==> config.mk <==
export PLATFORM = sky130hd
export DESIGN_NAME = dff_pipeline
export DESIGN_NICKNAME = d
export VERILOG_FILES = /design/src/rtl/dff_pipeline_pkg.sv /design/src/rtl/dff_pipeline_stage.sv /design/src/rtl/dff_pipeline.sv
export SDC_FILE = /design/constraint.sdc
export NUM_CORES = 1
export LEC_CHECK = 0
export ABC_AREA = 1
export ABC_CLOCK_PERIOD_IN_PS = 2700
export CELL_PAD_IN_SITES_DETAIL_PLACEMENT = 1
export CELL_PAD_IN_SITES_GLOBAL_PLACEMENT = 1
export CORE_ASPECT_RATIO = 1.1
export CORE_MARGIN = 1.5
export CORE_UTILIZATION = 34
export CTS_CLUSTER_DIAMETER = 80
export DETAILED_ROUTE_END_ITERATION = 10
export GPL_ROUTABILITY_DRIVEN = 1
export HOLD_SLACK_MARGIN = 0.06
export PLACE_DENSITY = 0.8
export RECOVER_POWER = 25
export SLEW_MARGIN = 5
export SYNTH_ARGS = -nofsm -noshare
export SYNTH_HDL_FRONTEND = slang
export SYNTH_HIERARCHICAL = 1
export SYNTH_SLANG_ARGS = --single-unit
export TNS_END_PERCENT = 100
==> constraint.sdc <==
create_clock -name clk -period 2.7 [get_ports clk]
set_clock_uncertainty 0.05 [all_clocks]
set_input_delay 0.54 -clock clk [delete_from_list [all_inputs] [get_ports clk]]
set_output_delay 0.54 -clock clk [all_outputs]
set_load 0.01 [all_outputs]
==> src/rtl/dff_pipeline_pkg.sv <==
// Shared definitions for the dff_pipeline register pipeline.
//   clog2       : ceiling log2, used to size the occupancy counter
//   DFLT_WIDTH  : default data width
//   DFLT_DEPTH  : default number of stages
package dff_pipeline_pkg;

    localparam int DFLT_WIDTH = 8;
    localparam int DFLT_DEPTH = 4;

    // Ceiling log2, never less than 1 so a one-value range still gets a bit.
    function automatic int clog2(input int n);
        int r;
        int v;
        r = 0;
        v = n - 1;
        while (v > 0) begin
            r = r + 1;
            v = v >> 1;
        end
        return (r == 0) ? 1 : r;
    endfunction

endpackage

==> src/rtl/dff_pipeline_stage.sv <==
// One stage of the dff_pipeline: a valid bit plus a data register.
//   clk       in   clock
//   clr       in   synchronous active-high reset (valid -> 0, data -> RESET_VAL)
//   flush     in   discard the held item (valid -> 0, data held)
//   up_valid  in   upstream offers up_data this cycle
//   up_data   in   upstream word
//   dn_ready  in   downstream can take this stage's item this cycle
//   valid     out  stage holds an item
//   data      out  held word
//   ready     out  stage can take an upstream item this cycle
module dff_pipe_stage #(
    parameter int               WIDTH     = 8,
    parameter logic [WIDTH-1:0] RESET_VAL = '0
) (
    input  logic             clk,
    input  logic             clr,
    input  logic             flush,
    input  logic             up_valid,
    input  logic [WIDTH-1:0] up_data,
    input  logic             dn_ready,
    output logic             valid,
    output logic [WIDTH-1:0] data,
    output logic             ready
);

    logic             valid_q, valid_d;
    logic [WIDTH-1:0] data_q,  data_d;

    // An empty stage is always ready, so bubbles collapse even when the
    // downstream end is stalled.
    assign ready = ~valid_q | dn_ready;
    assign valid = valid_q;
    assign data  = data_q;

    always_comb begin
        valid_d = valid_q;
        data_d  = data_q;
        if (flush) begin
            valid_d = 1'b0;
        end else if (ready) begin
            valid_d = up_valid;
            // Data only moves with a real item; bubbles leave it untouched.
            if (up_valid) begin
                data_d = up_data;
            end
        end
    end

    always_ff @(posedge clk) begin
        if (clr) begin
            valid_q <= 1'b0;
            data_q  <= RESET_VAL;
        end else begin
            valid_q <= valid_d;
            data_q  <= data_d;
        end
    end

endmodule

==> src/rtl/dff_pipeline.sv <==
// WIDTH-bit, DEPTH-stage register pipeline with valid/ready on both ends.
//   clk        in   rising-edge clock
//   clr        in   synchronous active-high reset
//   flush      in   synchronous discard of all held items
//   in_valid   in   producer presents in_data
//   in_ready   out  pipeline accepts in_data this cycle
//   in_data    in   input word
//   out_valid  out  out_data holds a valid item (register of last stage)
//   out_ready  in   consumer takes out_data this cycle
//   out_data   out  output word (register of last stage)
//   count      out  number of occupied stages, 0..DEPTH
module dff_pipeline
    import dff_pipeline_pkg::*;
#(
    parameter int               WIDTH     = DFLT_WIDTH,
    parameter int               DEPTH     = DFLT_DEPTH,
    parameter logic [WIDTH-1:0] RESET_VAL = '0,
    localparam int              CNT_W     = clog2(DEPTH + 1)
) (
    input  logic             clk,
    input  logic             clr,
    input  logic             flush,
    input  logic             in_valid,
    output logic             in_ready,
    input  logic [WIDTH-1:0] in_data,
    output logic             out_valid,
    input  logic             out_ready,
    output logic [WIDTH-1:0] out_data,
    output logic [CNT_W-1:0] count
);

    logic             valid_w [DEPTH];
    logic [WIDTH-1:0] data_w  [DEPTH];
    logic             ready_w [DEPTH+1];
    logic             push;

    assign ready_w[DEPTH] = out_ready;
    assign in_ready       = ready_w[0] & ~flush & ~clr;
    assign push           = in_valid & in_ready;

    for (genvar i = 0; i < DEPTH; i++) begin : g_stage
        logic             up_valid;
        logic [WIDTH-1:0] up_data;

        if (i == 0) begin : g_head
            assign up_valid = push;
            assign up_data  = in_data;
        end else begin : g_body
            assign up_valid = valid_w[i-1];
            assign up_data  = data_w[i-1];
        end

        dff_pipe_stage #(
            .WIDTH     (WIDTH),
            .RESET_VAL (RESET_VAL)
        ) u_stage (
            .clk      (clk),
            .clr      (clr),
            .flush    (flush),
            .up_valid (up_valid),
            .up_data  (up_data),
            .dn_ready (ready_w[i+1]),
            .valid    (valid_w[i]),
            .data     (data_w[i]),
            .ready    (ready_w[i])
        );
    end

    assign out_valid = valid_w[DEPTH-1];
    assign out_data  = data_w[DEPTH-1];

    always_comb begin
        count = '0;
        for (int i = 0; i < DEPTH; i++) begin
            count = count + CNT_W'(valid_w[i]);
        end
    end

endmodule

**Word-level counts from Yosys, hierarchy flattened**

Index checks and enable logic that the tools add are counted.

- Register bits: 36
- Output and inout bits: 13
- Word-level logic and storage cells: 29

- $add $sub $neg: 3
- Bitwise gates (word level): 13
- Reductions and logical operators: 5

Operators with widths:

| kind | number |
|---|---|
| $reduce_and A3 Y1 | 4 |
| $not A1 Y1 | 6 |
| $or A1 B1 Y1 | 4 |
| $add A2 B1 Y3 | 1 |
| $add A3 B1 Y3 | 1 |
| $and A1 B1 Y1 | 3 |
| $add A1 B1 Y2 | 1 |
| $reduce_or A2 Y1 | 1 |

**Depth between registers and ports, before layout**

Gate-level depths: netlist of the first run.

- Word-level depth: 9
- Mapped depth: 20

**Cells and area by module**

The synthesis of the first run kept the hierarchy.

By module, submodules not included:

| module | times used | cells an instance | area an instance (sq um) | sequential area each (sq um) |
|---|---|---|---|---|
| dff_pipe_stage | 4 | 58 | 411.6 | 180.2 |
| dff_pipeline | 1 | 14 | 95.1 | 0.0 |

**Worst setup path after synthesis of the first run**

No wires, ideal clock.

- Path type: input to register
- Start point: input out_ready
- End point: register g_stage[0].u_stage.data_q[6]
- Arrival: 2.411 ns
- Slack: 0.124 ns
- Cell stages on the path: 20
- Path buffers: 5
- Cells stage by stage: inv_1 nand2_2 buf_6 inv_1 nand2_2 buf_6 inv_1 nand2_2 buf_6 inv_1 nand2_2 buf_6 nand3_2 nor2_2 inv_1 nor2_4 buf_6 nand3_1 nand2_1 nor2_1

RTL lines:

| element | RTL line | RTL |
|---|---|---|
| start: declaration | dff_pipeline.sv:27 | `input logic out_ready,` |
| end signal: assignment | dff_pipeline_stage.sv:55 | `data_q <= data_d;` |
| end: declaration | dff_pipeline_stage.sv:27 | `logic [WIDTH-1:0] data_q, data_d;` |

**Worst setup path in the final report of the first run**

- Start point: register g_stage[3].u_stage.valid_q
- End point: output count[1]

- Cells in the longest elaborated chain, start to end: 1

RTL lines:

| element | RTL line | RTL |
|---|---|---|
| start: declaration | dff_pipeline_stage.sv:26 | `logic valid_q, valid_d;` |
| start signal: assignment | dff_pipeline_stage.sv:54 | `valid_q <= valid_d;` |
| $add A3 B1 Y3 | dff_pipeline.sv:75 | `count = count + CNT_W'(valid_w[i]);` |
| end: declaration | dff_pipeline.sv:29 | `output logic [CNT_W-1:0] count` |

Every way passes these cells.

==> out/qor.csv, run 1 <==
metric,value,unit
NumNets Final,295,
post-synthesis cell area,1742,um^2
H-tree depth,2,
area grow syn2layout,22.05,%
total wire length after detailed routing,3.349,mm
core area,4966,um^2
mux cell area share after synthesis,0,%
Clock Latency Late Sink,0.29,ns
Avg Inst Size Synth,7.080,um^2
clk root buf,clkbuf_8,
peak supply drop,251.6,uV
CTS sink count,36,
1st-iter DRT viols,48,
total placed cells including tap cells,330,
asr flop ratio synth,0,%
CP Capture Type,output port,
register bit total from synthesis,36,
RSZ-0062 raised after global routing,false,
Num CTS Buffers,5,
overall power,0.001070,W
Residual DRC,0,
Worst Path Max Fanout,4,
Yosys cell types,14,
pwr dens,503.1,nW/um^2
Ant. Diodes,0,
largest family of logic cells by synthesized area,simple AND/OR/NAND/NOR gates,
row count,27,
DIE AREA,5561,um^2
simple-gate share of the synthesized area,29.09,%
XOR/XNOR Fraction of Synth Area,0,%
"Arr. time, crit path",2.03,ns
IO buf count,25,
Place WS,-0.02274,ns
CP Launch Point,g_stage[3].u_stage/valid,
number of flops mapped to enable cells by yosys,0,
Hold Path Class,flop to flop,
total gr overflow,0,
met2 wire length,1.709,mm
"Setup Fix Bufs, Post-CTS",0,
min-delay src,g_stage[3].u_stage/data[1],
Antenna Nets Post-Route,0,
most numerous cell in the Yosys netlist,inv_1,
Most used DFF post-synth,dfxtp_1,
Die Ht,78.07,um
met1 WL,1.474,mm
DRT Pass-1 Iters,3,
IO Count,26,
vias in the first global route,1433,
final setup vio count,0,
final hold vios,0,
largest net degree at the start of global routing,17,
synth top area cells,"dfxtp_1 (41%), inv_1 (11%), a21oi_1 (10%), nand3_1 (9.2%), nand2_1 (6.9%)",
"Seq/Total Area, Yosys",41.38,%
worst setup margin,0.08113,ns
Setup TNS,0,ns
area fraction in compound gates after synthesis,10.34,%
top cell type's share of synthesized area,41.38,%
die width,71.24,um
DR vias/cell,4.441,
actual slew at the worst max-slew pin,0.9873,ns
critical path type,flop to output port,
fmax,0.3818,GHz
"top cells by count, synth","inv_1 (53), a21oi_1 (36), dfxtp_1 (36)",
post-synthesis cell count,246,
crit share post-route,97.00,%
share of cells above drive strength 1,8.214,%
Critical Path RT,2.11,ns
Routed WL per cell,9.908,um
crit path time final,2.619,ns
CTS resizes,4,
slew margin rel.,33.94,%
total number of vias,1501,
Final Non-Filler Cells,338,
HPWL after detailed placement,2.247,mm
max-capacitance violation count,0,
CTS tree,done,
outcome,finished clean,
hold buffer count at cts,0,
routed wl met3,126,um
Synthesis Warnings,6,
gpl congestion,0.7252,
Final Slew Violations,0,
CTS max path bufs,2,
Adder-Cell Fraction of Synth Area,2.586,%
global-route wire length before repair,6.147,mm
highest metal used,met4,
leakage,0.9315,nW
Starting Density,35.07,%
synthesized net count,262,
FF-to-FF setup slack,0.89,ns
"Reg clk slew, reported paths",0.07,ns
Critical Path Start Type,flop,
initial antenna violation count,0,
RR Startpoint,g_stage[0].u_stage/valid,
cell taking the most area after synthesis,dfxtp_1,
GRT Overall Usage,13.81,%
## flip-flops by register name, summed over array words and instances (netlist names)
signal,count
g_stage.u_stage/data,32
g_stage.u_stage/valid,4
## cell families (layout without fill, tap and decap cells)
group                    count (synthesis)  count (layout)
AO/OA/AOI/OAI                           36              36
adder cells (fa/ha/maj)                  3               3
buffers and inverters                   61              95
flip-flops                              36              36
AND/OR/NAND/NOR                        110             110
## placed cells by master, fill, tap and decap left out
cell             Yosys  final
inv_1               53     53
a21oi_1             36     36
nor2_1              32     35
dfxtp_1             36     35
nand3_1             32     32
nand2_1             32     32
clkdlybuf4s50_1      0     20
buf_4                0      8
clkbuf_8             0      5
nand2_2              4      4
nor3_1               4      4
dlygate4sd2_1        0      3
ha_1                 2      2
clkbuf_1             0      2
nand3_2              1      1
nor2_2               1      1
fa_1                 1      1
bufinv_16            0      1
clkinv_2             0      1
nor2_4               4      1
dfxtp_4              0      1
dlygate4sd3_1        0      1
dlymetal6s2s_1       0      1
## critical path, stage by stage (launching register included)
cell,delay (ns)
dfxtp_4,0.36
inv_1,0.05
fa_1,0.53
inv_1,0.04
ha_1,0.17
ha_1,0.28
dlygate4sd2_1,0.29
## final timing paths
path	to	depth (start not counted)
worst max-delay path	count[1]	6
worst min-delay path	g_stage[3].u_stage/data[1]	2
worst max register to register	g_stage[1].u_stage/data[3]	6
worst min register to register	g_stage[3].u_stage/data[1]	2
## power breakdown
group | internal [W] | switching (W) | total (W) | leakage [nW]
clock | 0.000274 | 0.000187 | 0.000461 | 0.0552
sequential | 0.000537 | 0.00000331 | 0.000540 | 0.292
combinational | 0.0000337 | 0.0000353 | 0.0000690 | 0.585
## layout make-up
class / count / area [um^2]
clock buffers: 6 / 72.57
well taps: 58 / 72.57
inverters: 53 / 198.9
fillers: 654 / 2840
clock inverters: 2 / 35.03
flip-flops and latches: 36 / 724.4
repair buffers: 34 / 312.8
multi-input cells: 149 / 709.4
## routing by layer
layer  global-route usage, %  vias up
met4                   4.528        0
li1                        -      820
met1                   14.42      652
met5                       0        -
met3                   5.006        5
met2                   25.28       24
## metrics by stage
step	utilization, %	hold WS [ns]	instance area (um^2)
after floorplan	-	0.4016	1742
after global placement	41.12	0.4085	2042
after detailed placement	41.12	0.4162	2042
after CTS	43.24	0.4343	2147
after global routing	42.81	0.4543	2126
final	42.81	0.4280	2126
Power figures use the tool's default switching activity.
==> run 2, diff against run 1 <==
- ABC_CLOCK_PERIOD_IN_PS: 2700 -> 3300
- CORE_MARGIN: 1.5 -> 10
- CORE_UTILIZATION: 34 -> 41
- PLACE_DENSITY: 0.8 -> 0.89
- clock period: 2.7 -> 3.3 ns (I/O delays scaled with it)
==> run 2 against run 1 <==
  * Cell count down 3.0%
  * Register-to-register slack better by 0.63 ns
  * Critical path depth unchanged
  * Wire length up 14%
  * Clock power down 17%
  * First-iteration DRC count up 2.1%
  * Utilization up 9.2 points
  * Hold slack better by 0.0027 ns
  * Largest power group unchanged
  * Die area up 31%
==> out/qor.csv, run 2 (synthesis results as in run 1) <==
metric,value,unit
Placed Area,2004,um^2
hold buffer count at cts,0,
final setup vio count,0,
crit path time final,3.047,ns
fin util,52.05,%
IO buf count,25,
fmax,0.3282,GHz
"Arr. time, crit path",2.34,ns
Residual DRC,0,
max reg flops,32,
outcome,finished clean,
total wire length after detailed routing,3.818,mm
switching pwr,0.0001910,W
Clock Latency Late Sink,0.29,ns
vias in the first global route,1595,
gpl congestion,0.7002,
"commonest non-fill, non-tap cell in the layout",inv_1,
core area,4024,um^2
Setup TNS,0,ns
final instance area,2095,um^2
DIE AREA,7258,um^2
Worst Path Max Fanout,5,
"Setup Fix Bufs, Post-CTS",0,
Die Ht,88.36,um
Gate power share,6.3,%
CP Capture Type,output port,
pwr dens,420.3,nW/um^2
leakage,0.8775,nW
crit share post-route,92.32,%
DRT Pass-1 Iters,4,
H-tree depth,2,
Sw Ratio,21.70,%
Seq pwr share,50.3,%
row count,24,
"commonest non-fill, non-tap cells in the layout","inv_1 (53), a21oi_1 (36), dfxtp_1 (36), nor2_1 (34), nand2_1 (33)",
DR vias/cell,4.659,
1st-iter DRT viols,49,
IO Count,26,
CTS sink count,36,
area grow syn2layout,20.26,%
die width,82.15,um
CTS tree,done,
clock network power share,43.4,%
actual slew at the worst max-slew pin,0.9572,ns
total number of vias,1528,
HPWL after detailed placement,2.778,mm
Final Slew Violations,0,
clk root buf,clkbuf_8,
overall power,0.0008802,W
Num CTS Buffers,5,
Internal Power,0.0006892,W
CTS resizes,0,
Starting Density,43.28,%
peak supply drop,210.7,uV
critical path type,flop to output port,
largest net degree at the start of global routing,17,
GRT Overall Usage,11.47,%
share of cells above drive strength 1,6.884,%
Ant. Diodes,0,
total gr overflow,0,
RSZ-0062 raised after global routing,false,
"Reg clk slew, reported paths",0.07,ns
Routed WL per cell,11.64,um
Antenna Nets Post-Route,0,
initial antenna violation count,0,
global-route wire length before repair,6.699,mm
CTS max path bufs,2,
Critical Path Start Type,flop,
Place WS,0.2885,ns
final hold vios,0,
NumNets Final,291,
slew margin rel.,35.95,%
worst setup margin,0.2534,ns
Critical Path RT,2.59,ns
max-capacitance violation count,0,
Hold Path Class,flop to flop,
-- run 2: critical path, cell delays in order (launching register included) --
cell and delay, ns:
dfxtp_1 0.42, inv_1 0.09, fa_1 0.52, inv_1 0.05, ha_1 0.17, ha_1 0.27, clkdlybuf4s50_1 0.53
-- run 2: cell type report --
| class | count | area, um^2 |
|---|---|---|
| fillers | 548 | 1929 |
| clock inverters | 3 | 42.54 |
| well taps | 52 | 65.06 |
| inverters | 53 | 198.9 |
| multi-input cells | 149 | 714.4 |
| repair buffers | 30 | 284.0 |
| flip-flops and latches | 36 | 720.7 |
| clock buffers | 5 | 68.82 |
-- run 2: path summary, 6_finish.rpt --
path | start | endpoint | slack, ns | cells past startpoint
worst max-delay path | g_stage[0].u_stage/valid | count[1] | 0.25 | 6
worst min-delay path | g_stage[2].u_stage/data[7] | g_stage[2].u_stage/data[7] | 0.43 | 2
worst max register to register | g_stage[3].u_stage/valid | g_stage[0].u_stage/data[0] | 1.52 | 14
worst min register to register | g_stage[2].u_stage/data[7] | g_stage[2].u_stage/data[7] | 0.43 | 2
-- run 2: power groups by stage --
stage          combinational, W  clock, W  sequential [W]
3_5_place_dp          0.0000579         0        0.000453
2_1_floorplan         0.0000315         0        0.000452
4_1_cts               0.0000586  0.000397        0.000443
5_1_grt               0.0000642  0.000416        0.000443
6_report              0.0000556  0.000382        0.000443
3_3_place_gp          0.0000554         0        0.000452
-- run 2: metrics by stage --
step | hold WS [ns] | instances
floorplan | 0.4016 | 246
global placement | 0.4075 | 320
detailed placement | 0.4196 | 320
CTS | 0.4392 | 328
global route | 0.4618 | 328
finish | 0.4307 | 328
-- run 2: routing by layer --
| layer | part of all wire, % | track usage (%) |
|---|---|---|
| met1 | 40 | 11.36 |
| met2 | 54 | 21.75 |
| met3 | 4.4 | 3.144 |
| met4 | 1.6 | 4.644 |
| met5 | 0 | 0 |
